**src/rtl/vga_sync_to_count.sv**
```systemverilog
// Recovers pixel column/row counts from an incoming active-low HS/VS pair and tracks lock.
// Counts are seeded on sync falling edges; any disagreement with prediction drops lock.
module vga_sync_to_count #(
  parameter int unsigned TOTAL_COLS   = 800,
  parameter int unsigned TOTAL_ROWS   = 525,
  parameter int unsigned ACTIVE_COLS  = 640,
  parameter int unsigned ACTIVE_ROWS  = 480,
  parameter int unsigned H_SYNC_START = 656,
  parameter int unsigned V_SYNC_START = 490,
  parameter int unsigned LOCK_FRAMES  = 2,
  parameter int unsigned CNT_W        = 10
) (
  input  logic             CLK,
  input  logic             RST,
  input  logic             i_H_Sync,
  input  logic             i_V_Sync,
  output logic             o_H_Sync,
  output logic             o_V_Sync,
  output logic [CNT_W-1:0] o_Col_Count,
  output logic [CNT_W-1:0] o_Row_Count,
  output logic             o_Active,
  output logic             o_Locked,
  output logic             o_Frame_Start,
  output logic             o_Sync_Err
);

  localparam int unsigned GoodW = (LOCK_FRAMES < 2) ? 1 : $clog2(LOCK_FRAMES + 1);

  localparam logic [CNT_W-1:0] ColLast  = CNT_W'(TOTAL_COLS - 1);
  localparam logic [CNT_W-1:0] RowLast  = CNT_W'(TOTAL_ROWS - 1);
  localparam logic [CNT_W-1:0] ColAct   = CNT_W'(ACTIVE_COLS);
  localparam logic [CNT_W-1:0] RowAct   = CNT_W'(ACTIVE_ROWS);
  localparam logic [CNT_W-1:0] HsCol    = CNT_W'(H_SYNC_START);
  localparam logic [CNT_W-1:0] VsRow    = CNT_W'(V_SYNC_START);
  localparam logic [GoodW-1:0] GoodLast = GoodW'(LOCK_FRAMES - 1);

  typedef enum logic [1:0] {StSearch, StTrack, StLocked} state_e;

  state_e             state_q, state_d;
  logic [GoodW-1:0]   good_q, good_d;
  logic [CNT_W-1:0]   col_q, col_d, row_q, row_d;
  logic               h_q, v_q;
  logic               active_q, active_d;
  logic               locked_q, locked_d;
  logic               frame_q, frame_d;
  logic               err_q, err_d;

  logic               h_edge, v_edge, mismatch;
  logic [CNT_W-1:0]   col_n, row_n;

  assign h_edge = h_q & ~i_H_Sync;
  assign v_edge = v_q & ~i_V_Sync;

  always_comb begin
    col_n = (col_q == ColLast) ? '0 : col_q + 1'b1;
    row_n = row_q;
    if (col_q == ColLast) begin
      row_n = (row_q == RowLast) ? '0 : row_q + 1'b1;
    end
    mismatch = (h_edge && (col_n != HsCol)) ||
               (v_edge && ((row_n != VsRow) || (col_n != '0))) ||
               ((col_n == HsCol) && !h_edge) ||
               ((row_n == VsRow) && (col_n == '0) && !v_edge);
  end

  always_comb begin
    state_d = state_q;
    good_d  = good_q;
    col_d   = col_q;
    row_d   = row_q;
    err_d   = 1'b0;
    if (state_q == StSearch) begin
      // Only a VS edge gives a full coordinate; HS alone says nothing about the row.
      if (v_edge) begin
        row_d   = VsRow;
        col_d   = '0;
        good_d  = '0;
        state_d = StTrack;
      end
    end else begin
      col_d = col_n;
      row_d = row_n;
      if (h_edge) begin
        col_d = HsCol;
      end
      if (v_edge) begin
        row_d = VsRow;
        if (!h_edge) begin
          col_d = '0;
        end
      end
      if (mismatch) begin
        err_d   = 1'b1;
        good_d  = '0;
        state_d = StTrack;
      end else if (v_edge && (state_q == StTrack)) begin
        good_d = good_q + 1'b1;
        if (good_q == GoodLast) begin
          state_d = StLocked;
        end
      end
    end
  end

  always_comb begin
    locked_d = (state_d == StLocked);
    active_d = locked_d && (col_d < ColAct) && (row_d < RowAct);
    frame_d  = locked_d && (col_d == '0) && (row_d == '0);
  end

  always_ff @(posedge CLK) begin
    if (RST) begin
      state_q  <= StSearch;
      good_q   <= '0;
      col_q    <= '0;
      row_q    <= '0;
      h_q      <= 1'b1;
      v_q      <= 1'b1;
      active_q <= 1'b0;
      locked_q <= 1'b0;
      frame_q  <= 1'b0;
      err_q    <= 1'b0;
    end else begin
      state_q  <= state_d;
      good_q   <= good_d;
      col_q    <= col_d;
      row_q    <= row_d;
      h_q      <= i_H_Sync;
      v_q      <= i_V_Sync;
      active_q <= active_d;
      locked_q <= locked_d;
      frame_q  <= frame_d;
      err_q    <= err_d;
    end
  end

  assign o_H_Sync      = h_q;
  assign o_V_Sync      = v_q;
  assign o_Col_Count   = col_q;
  assign o_Row_Count   = row_q;
  assign o_Active      = active_q;
  assign o_Locked      = locked_q;
  assign o_Frame_Start = frame_q;
  assign o_Sync_Err    = err_q;

endmodule

```
**config.mk**
```make
export PLATFORM = sky130hd
export DESIGN_NAME = vga_sync_to_count
export DESIGN_NICKNAME = d
export VERILOG_FILES = /design/src/rtl/vga_sync_to_count.sv
export SDC_FILE = /design/constraint.sdc
export NUM_CORES = 1
export LEC_CHECK = 0
export CAP_MARGIN = 30
export CORE_UTILIZATION = 55
export CTS_CLUSTER_DIAMETER = 100
export DETAILED_ROUTE_END_ITERATION = 6
export PLACE_DENSITY_LB_ADDON = 0.2
export SETUP_SLACK_MARGIN = 0.15
export SYNTH_ARGS = -nofsm -noshare
export SYNTH_HDL_FRONTEND = slang
export SYNTH_SLANG_ARGS = --single-unit
```
**constraint.sdc**
```tcl
create_clock -name CLK -period 3.9 [get_ports CLK]
set_input_delay 0.585 -clock CLK [delete_from_list [all_inputs] [get_ports CLK]]
set_output_delay 0.585 -clock CLK [all_outputs]
set_load 0.01 [all_outputs]
```
---- Yosys cells after proc, flatten, opt, wreduce, memory -nomap -nowiden ----
Cells that the tools add are included.
word-level totals
  bits in registers ....................... 30
  bits of input ports ..................... 4
  output and inout port bits .............. 26
cells by class
  add/subtract/negate cells ............... 3
  order comparisons ....................... 2
  equality and inequality tests ........... 10
  multiplexer cells ....................... 21
  bitwise operators ....................... 4
  reduce and logical (&&, ||, !) cells .... 24
operator list
  cell                     count
  $mux W10                 11
  $eq A10 B10 Y1 const B   3
  $logic_not A10 Y1        3
  $add A10 B1 Y10 const B  2
  $mux W2                  9
  $eq A10 B9 Y1 const B    1
  $logic_and A1 B1 Y1      10
  $lt A10 B10 Y1 const B   1
  $lt A10 B9 Y1 const B    1
  $ne A10 B10 Y1 const B   1
  $ne A10 B9 Y1 const B    1
  $reduce_bool A10 Y1      1
  $eq A2 B1 Y1 const B     2
  $logic_or A1 B1 Y1       4
  $reduce_bool A3 Y1       1
  $add A2 B1 Y2 const B    1
  $and A1 B1 Y1            2
  $eq A2 B2 Y1 const B     1
  $logic_not A1 Y1         2
  $logic_not A2 Y1         1
  $ne A2 B2 Y1 const B     1
  $not A1 Y1               2
  $reduce_and A2 Y1        1
  $reduce_or A2 Y1         1
  $mux W1                  1

---- Longest topological paths before layout ----
Gate-level depths: netlist (run 1).
  word-level depth ........................ 14
  gate-level depth with buffers ........... 11
  mapped depth without buffers ............ 10

---- Least setup slack after synthesis (run 1) ----
No wires, ideal clock.
  path type ............................... reg-to-reg
  from .................................... register col_q[0] (netlist: o_Col_Count[0])
  to ...................................... register good_q[1]
  library setup time ...................... 0.074 ns
  arrival ................................. 3.115 ns
  path slack .............................. 0.711 ns
  cell stages (with the launch flop) ...... 11
  path buffers ............................ 1
  cell sequence ........................... dfxtp_1 ha_1 nand4_2 or3_4 buf_6 nor2_1 o22ai_1 or4_4 or4_1 or4_1 a31oi_1
between the ends
  cells in the longest elaborated chain, start to end .. 10
RTL lines
  element                                                  line    source
  from (decl)                                              41      logic [CNT_W-1:0] col_q, col_d, row_q, row_d;
  from (signal assigned)                                   126     col_q <= col_d;
  $add A10 B1 Y10 or $eq A10 B10 Y1 (tied branches)        55, 57
  $mux W10 (on tied branches)                              55, 57
  $reduce_bool A10 Y1 or $ne A10 B9 Y1 (tied branches)     61      (v_edge && ((row_n != VsRow) || (col_n != '0))) ||
  $logic_or A1 B1 Y1                                       61
  $logic_and A1 B1 Y1                                      61
  $logic_or A1 B1 Y1                                       60      mismatch = (h_edge && (col_n != HsCol)) ||
  $logic_or A1 B1 Y1                                       61
  $logic_or A1 B1 Y1 (*)                                   62      ((col_n == HsCol) && !h_edge) ||
  $reduce_bool A3 Y1 (no line) or $mux W2 (tied branches)  --
  $reduce_and A2 Y1 (no line) or $mux W2 (tied branches)   --
  to (signal assigned)                                     125     good_q <= good_d;
  to (decl)                                                40      logic [GoodW-1:0] good_q, good_d;
Every way passes the cells marked *; elsewhere a longest branch is shown, timed or not.
A chain may end at the register's enable or synchronous reset.

---- Worst setup path in the final report (run 1) ----
  from .................................... register col_q[1] (netlist: o_Col_Count[1])
  to ...................................... register good_q[1]
The elaborated chain is that of the path after synthesis.

==> impl_results.html, run 1 <==
<table>
<tr><th>Metric</th><th>Value</th></tr>
<tr><th colspan="2">Synthesis</th></tr>
<tr><td>Synth Area per Inst</td><td>7.441 um^2</td></tr>
<tr><td>Area leader, netlist</td><td>sky130_fd_sc_hd__dfxtp_1</td></tr>
<tr><td>Sequential-to-total area share from yosys stat</td><td>28.42%</td></tr>
<tr><td>Total number of yosys warnings</td><td>0</td></tr>
<tr><td>Post-synthesis instance total</td><td>284</td></tr>
<tr><td>Largest cells by area after synthesis</td><td>sky130_fd_sc_hd__dfxtp_1, sky130_fd_sc_hd__nor2_1, sky130_fd_sc_hd__o21ai_0</td></tr>
<tr><td>Proportion of netlist area held by the largest area contributor</td><td>28.42%</td></tr>
<tr><td>Flops &amp; latches, synth</td><td>30</td></tr>
<tr><td>Async set-or-reset flop fraction in the synthesized netlist</td><td>0%</td></tr>
<tr><td>Top flip-flop cell by instance count after synthesis</td><td>sky130_fd_sc_hd__dfxtp_1</td></tr>
<tr><td>Cell area after synthesis</td><td>0.002113 mm^2</td></tr>
<tr><td>Number of distinct library cells after synthesis</td><td>57</td></tr>
<tr><td>Number of nets produced by synthesis</td><td>293</td></tr>
<tr><td>Number of synthesized flops with an enable pin</td><td>0</td></tr>
<tr><th colspan="2">STA</th></tr>
<tr><td>Maximum achievable frequency</td><td>291.9 MHz</td></tr>
<tr><td>Time the worst path needs with I/O delays and setup</td><td>3.426 ns</td></tr>
<tr><td>Worst rel slew slack</td><td>55.07%</td></tr>
<tr><td>Post-route clock period utilization</td><td>87.85%</td></tr>
<tr><td>Setup repair after global routing missed its margin</td><td>no</td></tr>
<tr><td>Number of pins with negative max-slew slack in the final report</td><td>0</td></tr>
<tr><td>Final setup TNS</td><td>0 ns</td></tr>
<tr><td>Final Hold Fails</td><td>0</td></tr>
<tr><td>Final count of negative-setup-slack endpoints</td><td>0</td></tr>
<tr><td>Final hold slack</td><td>0.4967 ns</td></tr>
<tr><td>Setup Skew</td><td>0.01110 ns</td></tr>
<tr><td>Actual transition at the worst max-transition pin</td><td>0.6714 ns</td></tr>
<tr><td>Worst Setup Slack, final</td><td>0.4738 ns</td></tr>
<tr><th colspan="2">GRT</th></tr>
<tr><td>Antenna violations before repair</td><td>0</td></tr>
<tr><td>Via count of the first global-routing pass</td><td>1932</td></tr>
<tr><td>Pin count of the biggest net entering global routing</td><td>18</td></tr>
<tr><td>First-pass GRT wire length</td><td>9425 um</td></tr>
<tr><td>Overall overflow remaining after global route</td><td>0</td></tr>
<tr><td>Global Route Usage Sum</td><td>30.23%</td></tr>
<tr><th colspan="2">Setup path</th></tr>
<tr><td>Cell family with the largest share of critical-path delay</td><td>simple AND/OR/NAND/NOR gates</td></tr>
<tr><td>Crit-path slowest cell</td><td>sky130_fd_sc_hd__or4_4</td></tr>
<tr><td>Reg-to-Reg Start</td><td>o_Col_Count[1]$_SDFF_PP0_</td></tr>
<tr><td>Highest net fanout along the worst path</td><td>11</td></tr>
<tr><td>Sequence of cells on the critical path</td><td>ha_1, nand4_2, or3_4, nor3_1, a21oi_1, or4_4, or4_1, or4_1, a31oi_1</td></tr>
<tr><td>CP Capture Type</td><td>flop</td></tr>
<tr><td>R2r setup slk</td><td>0.47 ns</td></tr>
<tr><td>Critical path required time</td><td>4.12 ns</td></tr>
<tr><td>Number of buffer and inverter instances along the worst setup path</td><td>0</td></tr>
<tr><td>Depth of the most critical reg-to-reg path</td><td>9</td></tr>
<tr><td>Most used cell, CP</td><td>sky130_fd_sc_hd__or4_1</td></tr>
<tr><td>Sort of element at the start of the critical path</td><td>flop</td></tr>
<tr><td>Capture instance of the worst register-to-register path</td><td>good_q[1]$_SDFFE_PP0P_</td></tr>
<tr><td>Critical Path Max Stage Delay</td><td>0.58 ns</td></tr>
<tr><td>Critical path data arrival time</td><td>3.64 ns</td></tr>
<tr><td>Category of the most critical setup path</td><td>flop to flop</td></tr>
<tr><th colspan="2">Clock network</th></tr>
<tr><td>Clock transition at path regs</td><td>0.07 ns</td></tr>
<tr><td>Clock sink count</td><td>30</td></tr>
<tr><td>Cts bufs inserted</td><td>5</td></tr>
<tr><td>TritonCTS clock tree</td><td>done</td></tr>
<tr><td>Post-cts gate resize count</td><td>0</td></tr>
<tr><td>Hold-fix buffer count after cts</td><td>0</td></tr>
<tr><td>Worst-Skew Late Latency</td><td>0.30 ns</td></tr>
<tr><td>H-tree levels</td><td>2</td></tr>
<tr><td>Max clock buf depth</td><td>2</td></tr>
<tr><td>Buffers inserted by post-CTS timing repair</td><td>0</td></tr>
<tr><td>Clock root buffer</td><td>sky130_fd_sc_hd__clkbuf_8</td></tr>
<tr><th colspan="2">Place</th></tr>
<tr><td>Post-placement cell area</td><td>0.002414 mm^2</td></tr>
<tr><td>DP Worst Slack</td><td>0.4744 ns</td></tr>
<tr><td>Number of port buffers</td><td>29</td></tr>
<tr><td>Dpl hpwl</td><td>4032 um</td></tr>
<tr><td>Global placement routability congestion</td><td>1.029</td></tr>
<tr><th colspan="2">Flow run</th></tr>
<tr><td>Max-cap check violation count</td><td>0</td></tr>
<tr><th colspan="2">Cells and area</th></tr>
<tr><td>Utilization of the core after routing</td><td>68.66%</td></tr>
<tr><td>Fill cells</td><td>321</td></tr>
<tr><td>Final antenna diode count</td><td>0</td></tr>
<tr><td>Share of cells above drive strength 1</td><td>7.468%</td></tr>
<tr><td>Layout area overhead</td><td>18.95%</td></tr>
<tr><td>Layout Cell Area excl Fill</td><td>0.002514 mm^2</td></tr>
<tr><td>NumNets Final</td><td>316</td></tr>
<tr><th colspan="2">Drt</th></tr>
<tr><td>Antenna viol nets, final</td><td>0</td></tr>
<tr><td>Average vias per placed instance</td><td>6.121</td></tr>
<tr><td>Length of the first detailed-routing pass in iterations</td><td>5</td></tr>
<tr><td>Vias after detailed routing</td><td>2179</td></tr>
<tr><td>Number of remaining DRC errors</td><td>0</td></tr>
<tr><td>Iter 0 DRT Violations</td><td>144</td></tr>
<tr><td>Wirelength, routed</td><td>5540 um</td></tr>
<tr><td>Avg WL per Cell</td><td>15.56 um</td></tr>
<tr><th colspan="2">Floorplan</th></tr>
<tr><td>Horizontal die dimension</td><td>63.99 um</td></tr>
<tr><td>Die footprint</td><td>0.004094 mm^2</td></tr>
<tr><td>Num rows</td><td>22</td></tr>
<tr><td>Core outline area</td><td>0.003661 mm^2</td></tr>
<tr><td>Height of the die</td><td>63.99 um</td></tr>
<tr><td>Number of primary I/O pins</td><td>30</td></tr>
<tr><td>Initial standard-cell utilization of the core</td><td>57.72%</td></tr>
<tr><th colspan="2">Pwr</th></tr>
<tr><td>Leakage component of the power</td><td>0.8178 nW</td></tr>
<tr><td>Pwr Density</td><td>279.2 mW/mm^2</td></tr>
<tr><td>Worst IR Drop VDD</td><td>184.4 uV</td></tr>
<tr><th colspan="2">Worst hold path</th></tr>
<tr><td>Class of the worst hold path</td><td>flop to flop</td></tr>
<tr><td>Hold Crit Depth</td><td>2</td></tr>
<tr><td>Worst min-delay path endpoint</td><td>good_q[1]$_SDFFE_PP0P_</td></tr>
<tr><td>Hold_sp</td><td>good_q[1]$_SDFFE_PP0P_</td></tr>
<tr><th colspan="2">Outcome</th></tr>
<tr><td>Run status</td><td>finished clean</td></tr>
</table>
-- synthesized netlist by cell type (all sizes together), types with 4 or more instances --
master   n
nand4    6
nand3   17
buf      6
xnor2   10
nand2   23
nor4    10
or4      4
dfxtp   30
nor2    35
or3      7
inv      8
ha       5
nor2b    6
clkbuf  12
o21ai   20
nor3b    4
nor3    10
xor2     6
a21oi   16
-- where the power goes --
part | internal, mW | total (mW) | switching (mW)
Combinational | 0.0444 | 0.0996 | 0.0552
Clock | 0.142 | 0.271 | 0.129
Sequential | 0.315 | 0.331 | 0.0160
-- worst max path at each step --
| stage | startpoint | endpoint | slack, ns | cells past startpoint |
|---|---|---|---|---|
| 2_1_floorplan | o_Col_Count[0]$_SDFF_PP0_ | good_q[1]$_SDFFE_PP0P_ | 0.71 | 10 |
| 3_3_place_gp | o_Col_Count[0]$_SDFF_PP0_ | good_q[1]$_SDFFE_PP0P_ | 0.60 | 9 |
| 3_5_place_dp | o_Col_Count[1]$_SDFF_PP0_ | state_q[0]$_SDFF_PP0_ | 0.47 | 9 |
| 4_1_cts | o_Col_Count[1]$_SDFF_PP0_ | state_q[0]$_SDFF_PP0_ | 0.46 | 9 |
| 5_1_grt | o_Col_Count[0]$_SDFF_PP0_ | good_q[1]$_SDFFE_PP0P_ | 0.17 | 9 |
| 6_report | o_Col_Count[1]$_SDFF_PP0_ | good_q[1]$_SDFFE_PP0P_ | 0.47 | 9 |
-- tightest hold or removal path, cell delays in order (launching register included) --
cell and delay (ns):
sky130_fd_sc_hd__dfxtp_1 0.32, sky130_fd_sc_hd__nand2_1 0.06, sky130_fd_sc_hd__a31oi_1 0.07
-- per-layer routing --
layer / vias up / global-route usage, % / wire length (um)
li1: 1078 / - / -
met1: 1007 / 37.30 / 2392
met2: 75 / 47.21 / 2592
met3: 19 / 7.679 / 343
met4: 0 / 17.61 / 212
met5: - / 0 / 0
-- logic make-up (layout without fill, tap and decap cells) --
| kind of cell | after synthesis | count (layout) | share of synthesized area (%) |
|---|---|---|---|
| adders and majority gates | 5 | 5 | 2.960 |
| AOI/OAI and AO/OA | 67 | 67 | 20.37 |
| xor gates and xnor gates | 16 | 16 | 6.631 |
| buffers and inverters | 26 | 50 | 5.565 |
| DFF | 30 | 30 | 28.42 |
| and+or+nand+nor | 140 | 140 | 36.06 |
-- layout by cell type, fill, tap and decap left out, types with 3 or more instances in the layout --
cell,netlist,routed
sky130_fd_sc_hd__a21oi_1,16,16
sky130_fd_sc_hd__clkbuf_8,0,6
sky130_fd_sc_hd__o21ai_0,20,20
sky130_fd_sc_hd__or3_1,6,6
sky130_fd_sc_hd__nor3_1,10,9
sky130_fd_sc_hd__o31ai_1,3,3
sky130_fd_sc_hd__xnor2_1,10,10
sky130_fd_sc_hd__dfxtp_1,30,30
sky130_fd_sc_hd__nand2b_1,3,3
sky130_fd_sc_hd__ha_1,5,5
sky130_fd_sc_hd__xor2_1,6,6
sky130_fd_sc_hd__nor4_1,10,10
sky130_fd_sc_hd__nor2b_1,6,6
sky130_fd_sc_hd__and2_1,3,3
sky130_fd_sc_hd__or2_2,3,3
sky130_fd_sc_hd__clkdlybuf4s50_1,0,29
sky130_fd_sc_hd__nor2_1,35,35
sky130_fd_sc_hd__or4_1,3,3
sky130_fd_sc_hd__nand4_1,5,5
sky130_fd_sc_hd__and3_1,3,3
sky130_fd_sc_hd__nand3_1,17,17
sky130_fd_sc_hd__nand2_1,23,23
sky130_fd_sc_hd__nor3b_1,3,3
sky130_fd_sc_hd__inv_1,8,8
sky130_fd_sc_hd__buf_4,0,5
-- area by class of cell --
cell class	instances	area [um^2]	share of cell area (%)
tap	48	60.06	2.389
timing repair buffer	34	327.8	13.04
inverter	8	30.03	1.195
clock inverter	2	12.51	0.4978
multi-input combinational	228	1400	55.70
sequential	30	600.6	23.89
clock buffer	6	82.58	3.285
-- registers in the layout, indices dropped and copies added, names as in the netlist --
name and flops:
o_Row_Count 10, o_Sync_Err 1, o_Locked 1, good_q 2, o_Col_Count 10, state_q 2, o_H_Sync 1, o_V_Sync 1
o_Active 1, o_Frame_Start 1
-- per-stage QoR --
step           total power [mW]  std cells
6_report                 0.7017        356
5_1_grt                  0.7333        356
4_1_cts                  0.7035        356
3_5_place_dp             0.4354        348
3_3_place_gp             0.4352        348
2_1_floorplan            0.3968        284
Note: power is estimated with default switching activity, not from simulation.
==> run 2: changes to the inputs <==
--- a/config.mk
+++ b/config.mk
@@ -6,11 +6,14 @@
 export NUM_CORES = 1
 export LEC_CHECK = 0
 export CAP_MARGIN = 30
-export CORE_UTILIZATION = 55
+export CELL_PAD_IN_SITES_DETAIL_PLACEMENT = 1
+export CELL_PAD_IN_SITES_GLOBAL_PLACEMENT = 1
+export CORE_UTILIZATION = 40
 export CTS_CLUSTER_DIAMETER = 100
 export DETAILED_ROUTE_END_ITERATION = 6
 export PLACE_DENSITY_LB_ADDON = 0.2
 export SETUP_SLACK_MARGIN = 0.15
+export SKIP_LAST_GASP = 1
 export SYNTH_ARGS = -nofsm -noshare
 export SYNTH_HDL_FRONTEND = slang
 export SYNTH_SLANG_ARGS = --single-unit
==> constraint.sdc (replaced) <==
create_clock -name CLK -period 3.9 [get_ports CLK]
set_input_delay 0.39 -clock CLK [delete_from_list [all_inputs] [get_ports CLK]]
set_output_delay 0.39 -clock CLK [all_outputs]
set_load 0.01 [all_outputs]
==> run 2 against run 1 <==
  * Hold slack improved by 0.019 ns
  * Sequential power about the same
  * Count of clock-buffer cells in the layout unchanged
  * Final area increased by 1.8%
  * Via count increased by 1.7%
  * Flip-flop and latch count unchanged
  * Clock skew decreased by 0.0050 ns
==> impl_results.html, run 2 (synthesized netlist as in run 1, its figures left out) <==
<table>
<tr><th>Metric</th><th>Value</th></tr>
<tr><th colspan="2">Cells and area</th></tr>
<tr><td>Most common cell after layout, fill and taps aside</td><td>sky130_fd_sc_hd__nor2_1</td></tr>
<tr><td>NumNets Final</td><td>320 (+1.3%)</td></tr>
<tr><td>Most frequent cells in the layout</td><td>sky130_fd_sc_hd__nor2_1, sky130_fd_sc_hd__dfxtp_1, sky130_fd_sc_hd__clkdlybuf4s50_1, sky130_fd_sc_hd__nand2_1, sky130_fd_sc_hd__o21ai_0</td></tr>
<tr><td>Fill cells</td><td>656 (+100%)</td></tr>
<tr><td>Utilization of the core after routing</td><td>50.10% (-19 points)</td></tr>
<tr><td>Layout area overhead</td><td>21.08%</td></tr>
<tr><td>Final antenna diode count</td><td>0 (unchanged)</td></tr>
<tr><td>Share of cells above drive strength 1</td><td>8.065% (+0.60 points)</td></tr>
<tr><th colspan="2">Floorplan</th></tr>
<tr><td>Num rows</td><td>26 (+18%)</td></tr>
<tr><td>Core outline area</td><td>0.005107 mm^2 (+40%)</td></tr>
<tr><td>Initial standard-cell utilization of the core</td><td>41.38% (-16 points)</td></tr>
<tr><td>Horizontal die dimension</td><td>74.69 um (+17%)</td></tr>
<tr><td>Die footprint</td><td>0.005578 mm^2 (+36%)</td></tr>
<tr><td>Height of the die</td><td>74.69 um (+17%)</td></tr>
<tr><td>Number of primary I/O pins</td><td>30 (unchanged)</td></tr>
<tr><th colspan="2">STA</th></tr>
<tr><td>Time the worst path needs with I/O delays and setup</td><td>3.557 ns (+0.1307 ns)</td></tr>
<tr><td>Maximum achievable frequency</td><td>281.1 MHz (-3.7%)</td></tr>
<tr><td>Number of pins with negative max-slew slack in the final report</td><td>0 (unchanged)</td></tr>
<tr><td>Setup Skew</td><td>0.006132 ns (-0.004969 ns)</td></tr>
<tr><td>Setup repair after global routing missed its margin</td><td>no</td></tr>
<tr><td>Actual transition at the worst max-transition pin</td><td>0.6588 ns (-0.01262 ns)</td></tr>
<tr><td>Final count of negative-setup-slack endpoints</td><td>0 (unchanged)</td></tr>
<tr><td>Worst rel slew slack</td><td>55.74% (+0.67 points)</td></tr>
<tr><td>Final setup TNS</td><td>0 ns (unchanged)</td></tr>
<tr><td>Post-route clock period utilization</td><td>91.20% (+3.4 points)</td></tr>
<tr><td>Final Hold Fails</td><td>0 (unchanged)</td></tr>
<tr><th colspan="2">Drt</th></tr>
<tr><td>Number of remaining DRC errors</td><td>0 (unchanged)</td></tr>
<tr><td>Avg WL per Cell</td><td>17.91 um (+15%)</td></tr>
<tr><td>Antenna viol nets, final</td><td>0 (unchanged)</td></tr>
<tr><td>Length of the first detailed-routing pass in iterations</td><td>4 (-1)</td></tr>
<tr><td>Vias after detailed routing</td><td>2216 (+1.7%)</td></tr>
<tr><td>Wirelength, routed</td><td>6805 um (+23%)</td></tr>
<tr><td>Iter 0 DRT Violations</td><td>152 (+5.6%)</td></tr>
<tr><td>Average vias per placed instance</td><td>5.832 (-4.7%)</td></tr>
<tr><th colspan="2">GRT</th></tr>
<tr><td>Global Route Usage Sum</td><td>26.21% (-4.0 points)</td></tr>
<tr><td>First-pass GRT wire length</td><td>10850 um (+15%)</td></tr>
<tr><td>Pin count of the biggest net entering global routing</td><td>18 (unchanged)</td></tr>
<tr><td>Via count of the first global-routing pass</td><td>2100 (+8.7%)</td></tr>
<tr><td>Overall overflow remaining after global route</td><td>0 (unchanged)</td></tr>
<tr><td>Antenna violations before repair</td><td>0 (unchanged)</td></tr>
<tr><th colspan="2">Pwr</th></tr>
<tr><td>Fraction of power consumed by the clock network</td><td>36.7% (-1.9 points)</td></tr>
<tr><td>Combinational Power Share</td><td>15.1% (+0.9 points)</td></tr>
<tr><td>Worst IR Drop VDD</td><td>167.9 uV (-9.0%)</td></tr>
<tr><td>Register share of total power</td><td>48.2% (+1.0 points)</td></tr>
<tr><td>Leakage component of the power</td><td>0.8356 nW (+2.2%)</td></tr>
<tr><td>Cell-internal power</td><td>0.4959 mW (-1.1%)</td></tr>
<tr><td>Pwr Density</td><td>269.6 mW/mm^2 (-3.4%)</td></tr>
<tr><td>Switching power share of the total</td><td>28.11% (-0.43 points)</td></tr>
<tr><td>Net Sw Power</td><td>0.1939 mW (-3.2%)</td></tr>
<tr><th colspan="2">Setup path</th></tr>
<tr><td>Sort of element at the start of the critical path</td><td>flop</td></tr>
<tr><td>CP Capture Type</td><td>flop</td></tr>
<tr><td>Cell depth of the worst setup path</td><td>9 (unchanged)</td></tr>
<tr><td>First element of the critical path</td><td>o_Col_Count[0]$_SDFF_PP0_</td></tr>
<tr><td>Critical path data arrival time</td><td>3.77 ns (+0.13 ns)</td></tr>
<tr><td>Number of buffer and inverter instances along the worst setup path</td><td>0 (unchanged)</td></tr>
<tr><td>Critical path required time</td><td>4.11 ns (about the same)</td></tr>
<tr><td>Critical Path Max Stage Delay</td><td>0.59 ns (about the same)</td></tr>
<tr><td>Cell family with the largest share of critical-path delay</td><td>simple AND/OR/NAND/NOR gates</td></tr>
<tr><td>Most used cell, CP</td><td>sky130_fd_sc_hd__or4_1</td></tr>
<tr><td>Category of the most critical setup path</td><td>flop to flop</td></tr>
<tr><td>Crit-path slowest cell</td><td>sky130_fd_sc_hd__or4_4</td></tr>
<tr><td>Sequence of cells on the critical path</td><td>ha_1, nand4_2, or3_4, nor3_1, a21oi_1, or4_4, or4_1, or4_1, a31oi_1</td></tr>
<tr><td>Depth of the most critical reg-to-reg path</td><td>9 (unchanged)</td></tr>
<tr><td>Highest net fanout along the worst path</td><td>11 (unchanged)</td></tr>
<tr><td>Reg-to-Reg Start</td><td>o_Col_Count[0]$_SDFF_PP0_</td></tr>
<tr><th colspan="2">Place</th></tr>
<tr><td>Dpl hpwl</td><td>5033 um (+25%)</td></tr>
<tr><td>Number of port buffers</td><td>29 (unchanged)</td></tr>
<tr><td>Global placement routability congestion</td><td>0.8789 (-15%)</td></tr>
<tr><th colspan="2">Clock network</th></tr>
<tr><td>Hold-fix buffer count after cts</td><td>0 (unchanged)</td></tr>
<tr><td>Max clock buf depth</td><td>2 (unchanged)</td></tr>
<tr><td>H-tree levels</td><td>2 (unchanged)</td></tr>
<tr><td>Buffers inserted by post-CTS timing repair</td><td>0 (unchanged)</td></tr>
<tr><td>Post-cts gate resize count</td><td>0 (unchanged)</td></tr>
<tr><td>Clock transition at path regs</td><td>0.06 ns (about the same)</td></tr>
<tr><td>Worst-Skew Late Latency</td><td>0.28 ns (-0.02 ns)</td></tr>
<tr><td>Cts bufs inserted</td><td>5 (unchanged)</td></tr>
<tr><td>TritonCTS clock tree</td><td>done</td></tr>
<tr><td>Clock sink count</td><td>30 (unchanged)</td></tr>
<tr><td>Clock root buffer</td><td>sky130_fd_sc_hd__clkbuf_8</td></tr>
<tr><th colspan="2">Worst hold path</th></tr>
<tr><td>Hold Crit Depth</td><td>2 (unchanged)</td></tr>
<tr><td>Hold_sp</td><td>good_q[1]$_SDFFE_PP0P_</td></tr>
<tr><td>Class of the worst hold path</td><td>flop to flop</td></tr>
<tr><th colspan="2">Outcome</th></tr>
<tr><td>Run status</td><td>finished clean</td></tr>
<tr><th colspan="2">Flow run</th></tr>
<tr><td>Max-cap check violation count</td><td>0 (unchanged)</td></tr>
</table>
-- run 2: changes by cell type in the layout (fill, tap and decap cells not counted) --
cell,previous run,this run
sky130_fd_sc_hd__buf_4,5,9
sky130_fd_sc_hd__clkinvlp_4,1,0
sky130_fd_sc_hd__clkinv_2,1,0
-- run 2: path summary, 6_finish.rpt --
| path | slack, ns | end |
|---|---|---|
| worst max-delay path | 0.34 | good_q[1]$_SDFFE_PP0P_ |
| worst min-delay path | 0.52 | good_q[1]$_SDFFE_PP0P_ |
| worst max register to register | 0.34 | good_q[1]$_SDFFE_PP0P_ |
| worst min register to register | 0.52 | good_q[1]$_SDFFE_PP0P_ |
-- run 2: tightest hold or removal path, cell delays in order, from the launching register on --
cell and delay [ns]:
sky130_fd_sc_hd__dfxtp_1 0.33, sky130_fd_sc_hd__nand2_1 0.06, sky130_fd_sc_hd__a31oi_1 0.07
-- run 2: power groups by stage --
stage | Combinational [mW] | Sequential [mW] | Clock, mW
after floorplan | 0.0616 | 0.335 | 0
final | 0.104 | 0.332 | 0.253
after CTS | 0.104 | 0.332 | 0.257
after detailed placement | 0.103 | 0.339 | 0
after global placement | 0.102 | 0.338 | 0
after global routing | 0.114 | 0.335 | 0.272
-- run 2: routing by layer --
metal	GRT usage (%)	part of all wire (%)
met2	40.34	46
met3	4.953	4.0
met5	0	0
met1	37.88	49
met4	6.289	0.91
-- run 2: metrics by stage --
step | hold slack (ns) | cell area [um^2] | total power, mW | setup slack (ns) | instances
6_report | 0.5157 | 2559 | 0.6898 | 0.3432 | 380
3_5_place_dp | 0.5068 | 2471 | 0.4417 | 0.3954 | 374
2_1_floorplan | 0.4688 | 2113 | 0.3968 | 0.7109 | 284
3_3_place_gp | 0.4958 | 2471 | 0.4402 | 0.5779 | 374
4_1_cts | 0.5178 | 2554 | 0.6933 | 0.3841 | 380
5_1_grt | 0.5475 | 2559 | 0.7207 | 0.2152 | 380
-- run 2: area by class of cell --
| class | count | area, um^2 | area share, % |
|---|---|---|---|
| multi-input cells | 228 | 1400 | 54.72 |
| flip-flops and latches | 30 | 600.6 | 23.47 |
| inverters | 8 | 30.03 | 1.174 |
| well taps | 70 | 87.58 | 3.423 |
| clock buffers | 6 | 82.58 | 3.227 |
| repair buffers | 38 | 357.8 | 13.99 |
==> run 3: changes to the inputs <==
--- a/config.mk
+++ b/config.mk
@@ -8,9 +8,11 @@
 export CAP_MARGIN = 30
 export CELL_PAD_IN_SITES_DETAIL_PLACEMENT = 1
 export CELL_PAD_IN_SITES_GLOBAL_PLACEMENT = 1
-export CORE_UTILIZATION = 40
+export CORE_UTILIZATION = 46
 export CTS_CLUSTER_DIAMETER = 100
 export DETAILED_ROUTE_END_ITERATION = 6
+export DONT_BUFFER_PORTS = 1
+export GPL_ROUTABILITY_DRIVEN = 0
 export PLACE_DENSITY_LB_ADDON = 0.2
 export SETUP_SLACK_MARGIN = 0.15
 export SKIP_LAST_GASP = 1
==> run 3 against run 2 <==
  * First-iteration DRC count is 37% lower
  * Non-clock buffer count is 33 lower
  * Flip-flop and latch count stayed put
  * Die area is 13% lower
==> impl_results.html, run 3 (synthesized netlist as in run 1, its figures left out) <==
<table>
<tr><th>Metric</th><th>Value</th></tr>
<tr><th colspan="2">Drt</th></tr>
<tr><td>Average vias per placed instance</td><td>6.387 (+9.5%)</td></tr>
<tr><td>Iter 0 DRT Violations</td><td>96 (-37%)</td></tr>
<tr><td>Wirelength, routed</td><td>6326 um (-7.0%)</td></tr>
<tr><td>Antenna viol nets, final</td><td>0 (unchanged)</td></tr>
<tr><td>Vias after detailed routing</td><td>2114 (-4.6%)</td></tr>
<tr><td>Avg WL per Cell</td><td>19.11 um (+6.7%)</td></tr>
<tr><td>Length of the first detailed-routing pass in iterations</td><td>5 (+1)</td></tr>
<tr><td>Number of remaining DRC errors</td><td>0 (unchanged)</td></tr>
<tr><th colspan="2">Clock network</th></tr>
<tr><td>Clock root buffer</td><td>sky130_fd_sc_hd__clkbuf_8</td></tr>
<tr><td>TritonCTS clock tree</td><td>done</td></tr>
<tr><td>Clock transition at path regs</td><td>0.07 ns (about the same)</td></tr>
<tr><td>Buffers inserted by post-CTS timing repair</td><td>0 (unchanged)</td></tr>
<tr><td>Clock sink count</td><td>30 (unchanged)</td></tr>
<tr><td>Worst-Skew Late Latency</td><td>0.29 ns (about the same)</td></tr>
<tr><td>H-tree levels</td><td>2 (unchanged)</td></tr>
<tr><td>Cts bufs inserted</td><td>5 (unchanged)</td></tr>
<tr><td>Max clock buf depth</td><td>2 (unchanged)</td></tr>
<tr><th colspan="2">Outcome</th></tr>
<tr><td>Run status</td><td>finished clean</td></tr>
<tr><th colspan="2">Place</th></tr>
<tr><td>Dpl hpwl</td><td>4664 um (-7.3%)</td></tr>
<tr><td>Number of port buffers</td><td>0 (-100%)</td></tr>
<tr><td>DP Worst Slack</td><td>0.4077 ns (+0.01224 ns)</td></tr>
<tr><th colspan="2">GRT</th></tr>
<tr><td>Antenna violations before repair</td><td>0 (unchanged)</td></tr>
<tr><td>Overall overflow remaining after global route</td><td>0 (unchanged)</td></tr>
<tr><td>Pin count of the biggest net entering global routing</td><td>29 (+11)</td></tr>
<tr><td>Via count of the first global-routing pass</td><td>2211 (+5.3%)</td></tr>
<tr><td>Global Route Usage Sum</td><td>27.60% (+1.4 points)</td></tr>
<tr><td>First-pass GRT wire length</td><td>10530 um (-3.0%)</td></tr>
<tr><th colspan="2">STA</th></tr>
<tr><td>Final count of negative-setup-slack endpoints</td><td>0 (unchanged)</td></tr>
<tr><td>Time the worst path needs with I/O delays and setup</td><td>3.502 ns (-0.05460 ns)</td></tr>
<tr><td>Final setup TNS</td><td>0 ns (unchanged)</td></tr>
<tr><td>Post-route clock period utilization</td><td>89.80% (-1.4 points)</td></tr>
<tr><td>Final Hold Fails</td><td>0 (unchanged)</td></tr>
<tr><td>Worst Setup Slack, final</td><td>0.3978 ns (+0.05460 ns)</td></tr>
<tr><td>Setup repair after global routing missed its margin</td><td>no</td></tr>
<tr><td>Actual transition at the worst max-transition pin</td><td>0.7749 ns (+0.1161 ns)</td></tr>
<tr><td>Maximum achievable frequency</td><td>285.5 MHz (+1.6%)</td></tr>
<tr><td>Setup Skew</td><td>0.003584 ns (-0.002548 ns)</td></tr>
<tr><td>Number of pins with negative max-slew slack in the final report</td><td>0 (unchanged)</td></tr>
<tr><td>Worst rel slew slack</td><td>48.15% (-7.6 points)</td></tr>
<tr><th colspan="2">Cells and area</th></tr>
<tr><td>Most frequent cells in the layout</td><td>sky130_fd_sc_hd__nor2_1, sky130_fd_sc_hd__dfxtp_1, sky130_fd_sc_hd__nand2_1, sky130_fd_sc_hd__o21ai_0, sky130_fd_sc_hd__nand3_1</td></tr>
<tr><td>Final antenna diode count</td><td>0 (unchanged)</td></tr>
<tr><td>Most common cell after layout, fill and taps aside</td><td>sky130_fd_sc_hd__nor2_1</td></tr>
<tr><td>Share of cells above drive strength 1</td><td>8.244% (+0.18 points)</td></tr>
<tr><td>NumNets Final</td><td>287 (-10%)</td></tr>
<tr><td>Fill cells</td><td>573 (-13%)</td></tr>
<tr><td>Layout area overhead</td><td>5.980%</td></tr>
<tr><td>Utilization of the core after routing</td><td>51.08% (+0.99 points)</td></tr>
<tr><th colspan="2">Setup path</th></tr>
<tr><td>Highest net fanout along the worst path</td><td>11 (unchanged)</td></tr>
<tr><td>Category of the most critical setup path</td><td>flop to flop</td></tr>
<tr><td>Critical path required time</td><td>4.12 ns (about the same)</td></tr>
<tr><td>Critical path data arrival time</td><td>3.72 ns (-0.05 ns)</td></tr>
<tr><td>Sort of element at the start of the critical path</td><td>flop</td></tr>
<tr><td>Depth of the most critical reg-to-reg path</td><td>9 (unchanged)</td></tr>
<tr><td>CP Capture Type</td><td>flop</td></tr>
<tr><th colspan="2">Worst hold path</th></tr>
<tr><td>Hold Crit Depth</td><td>1 (-1)</td></tr>
<tr><td>Class of the worst hold path</td><td>input port to flop</td></tr>
<tr><th colspan="2">Floorplan</th></tr>
<tr><td>Num rows</td><td>24 (-7.7%)</td></tr>
<tr><td>Die footprint</td><td>0.004869 mm^2 (-13%)</td></tr>
<tr><td>Horizontal die dimension</td><td>69.78 um (-6.6%)</td></tr>
<tr><td>Initial standard-cell utilization of the core</td><td>48.20% (+6.8 points)</td></tr>
<tr><td>Height of the die</td><td>69.78 um (-6.6%)</td></tr>
<tr><td>Core outline area</td><td>0.004384 mm^2 (-14%)</td></tr>
<tr><td>Number of primary I/O pins</td><td>30 (unchanged)</td></tr>
<tr><th colspan="2">Pwr</th></tr>
<tr><td>Total Power</td><td>0.7146 mW (+3.6%)</td></tr>
<tr><td>Pwr Density</td><td>319.1 mW/mm^2 (+18%)</td></tr>
<tr><td>Leakage component of the power</td><td>0.7264 nW (-13%)</td></tr>
<tr><td>Worst IR Drop VDD</td><td>244.6 uV (+46%)</td></tr>
<tr><th colspan="2">Flow run</th></tr>
<tr><td>Max-cap check violation count</td><td>0 (unchanged)</td></tr>
</table>
## run 3: cell count changes in the layout (fill, tap and decap cells not counted)
| cell | change |
|---|---|
| sky130_fd_sc_hd__dfxtp_2 | +1 |
| sky130_fd_sc_hd__nor3_1 | +1 |
| sky130_fd_sc_hd__clkdlybuf4s50_1 | -29 |
| sky130_fd_sc_hd__clkbuf_8 | +2 |
| sky130_fd_sc_hd__nor3_2 | -1 |
| sky130_fd_sc_hd__dfxtp_1 | -1 |
| sky130_fd_sc_hd__buf_4 | -4 |
## run 3: per-layer routing
metal	GRT usage (%)	up-vias	part of all wire, %
li1	-	1023	-
met1	31.86	1034	44
met2	47.97	44	50
met3	6.977	13	3.9
met4	11.78	0	2.2
met5	0	-	0
## run 3: final timing paths
path	start	slack [ns]	to
max reg2reg	o_Col_Count[1]$_SDFF_PP0_	0.40	good_q[1]$_SDFFE_PP0P_
min reg2reg	good_q[1]$_SDFFE_PP0P_	0.50	good_q[1]$_SDFFE_PP0P_
max	o_Col_Count[1]$_SDFF_PP0_	0.40	good_q[1]$_SDFFE_PP0P_
min	RST	0.16	o_Col_Count[0]$_SDFF_PP0_
## run 3: per-stage QoR
step	instance area [um^2]	hold WS [ns]	instances
3_3_place_gp	2128	0.4638	323
2_1_floorplan	2113	0.4688	284
6_report	2240	0.1600	331
5_1_grt	2240	0.1502	331
4_1_cts	2238	0.1564	331
3_5_place_dp	2128	0.4641	323
## run 3: timing repair
action,CTS,global route
endpoints found under the setup margin,0,1
hold buffers,0,0
endpoints found under the hold margin,0,0
gates resized for setup,0,1
## run 3: cell type report
class	count	area, um^2	share of cell area [%]
Inverter	8	30.03	1.341
Clock buffer	8	110.1	4.916
Timing Repair Buffer	5	37.54	1.676
Multi-Input combinational cell	228	1395	62.29
Tap cell	52	65.06	2.905
Sequential cell	30	601.8	26.87
## run 3: critical path, stage by stage, from the launching register on
cell                      delay, ns
sky130_fd_sc_hd__dfxtp_1       0.51
sky130_fd_sc_hd__ha_1          0.34
sky130_fd_sc_hd__nand4_2       0.17
sky130_fd_sc_hd__or3_4         0.44
sky130_fd_sc_hd__nor3_1        0.20
sky130_fd_sc_hd__a21oi_1       0.09
sky130_fd_sc_hd__or4_4         0.57
sky130_fd_sc_hd__or4_1         0.51
sky130_fd_sc_hd__or4_1         0.43
sky130_fd_sc_hd__a31oi_1       0.18
## run 3: power by group
part | internal (mW) | total [mW] | switching (mW) | leakage [nW]
logic | 0.0272 | 0.0745 | 0.0473 | 0.424
registers | 0.316 | 0.337 | 0.0212 | 0.245
clock network | 0.178 | 0.303 | 0.125 | 0.0575
total | 0.521 | 0.715 | 0.194 | 0.726
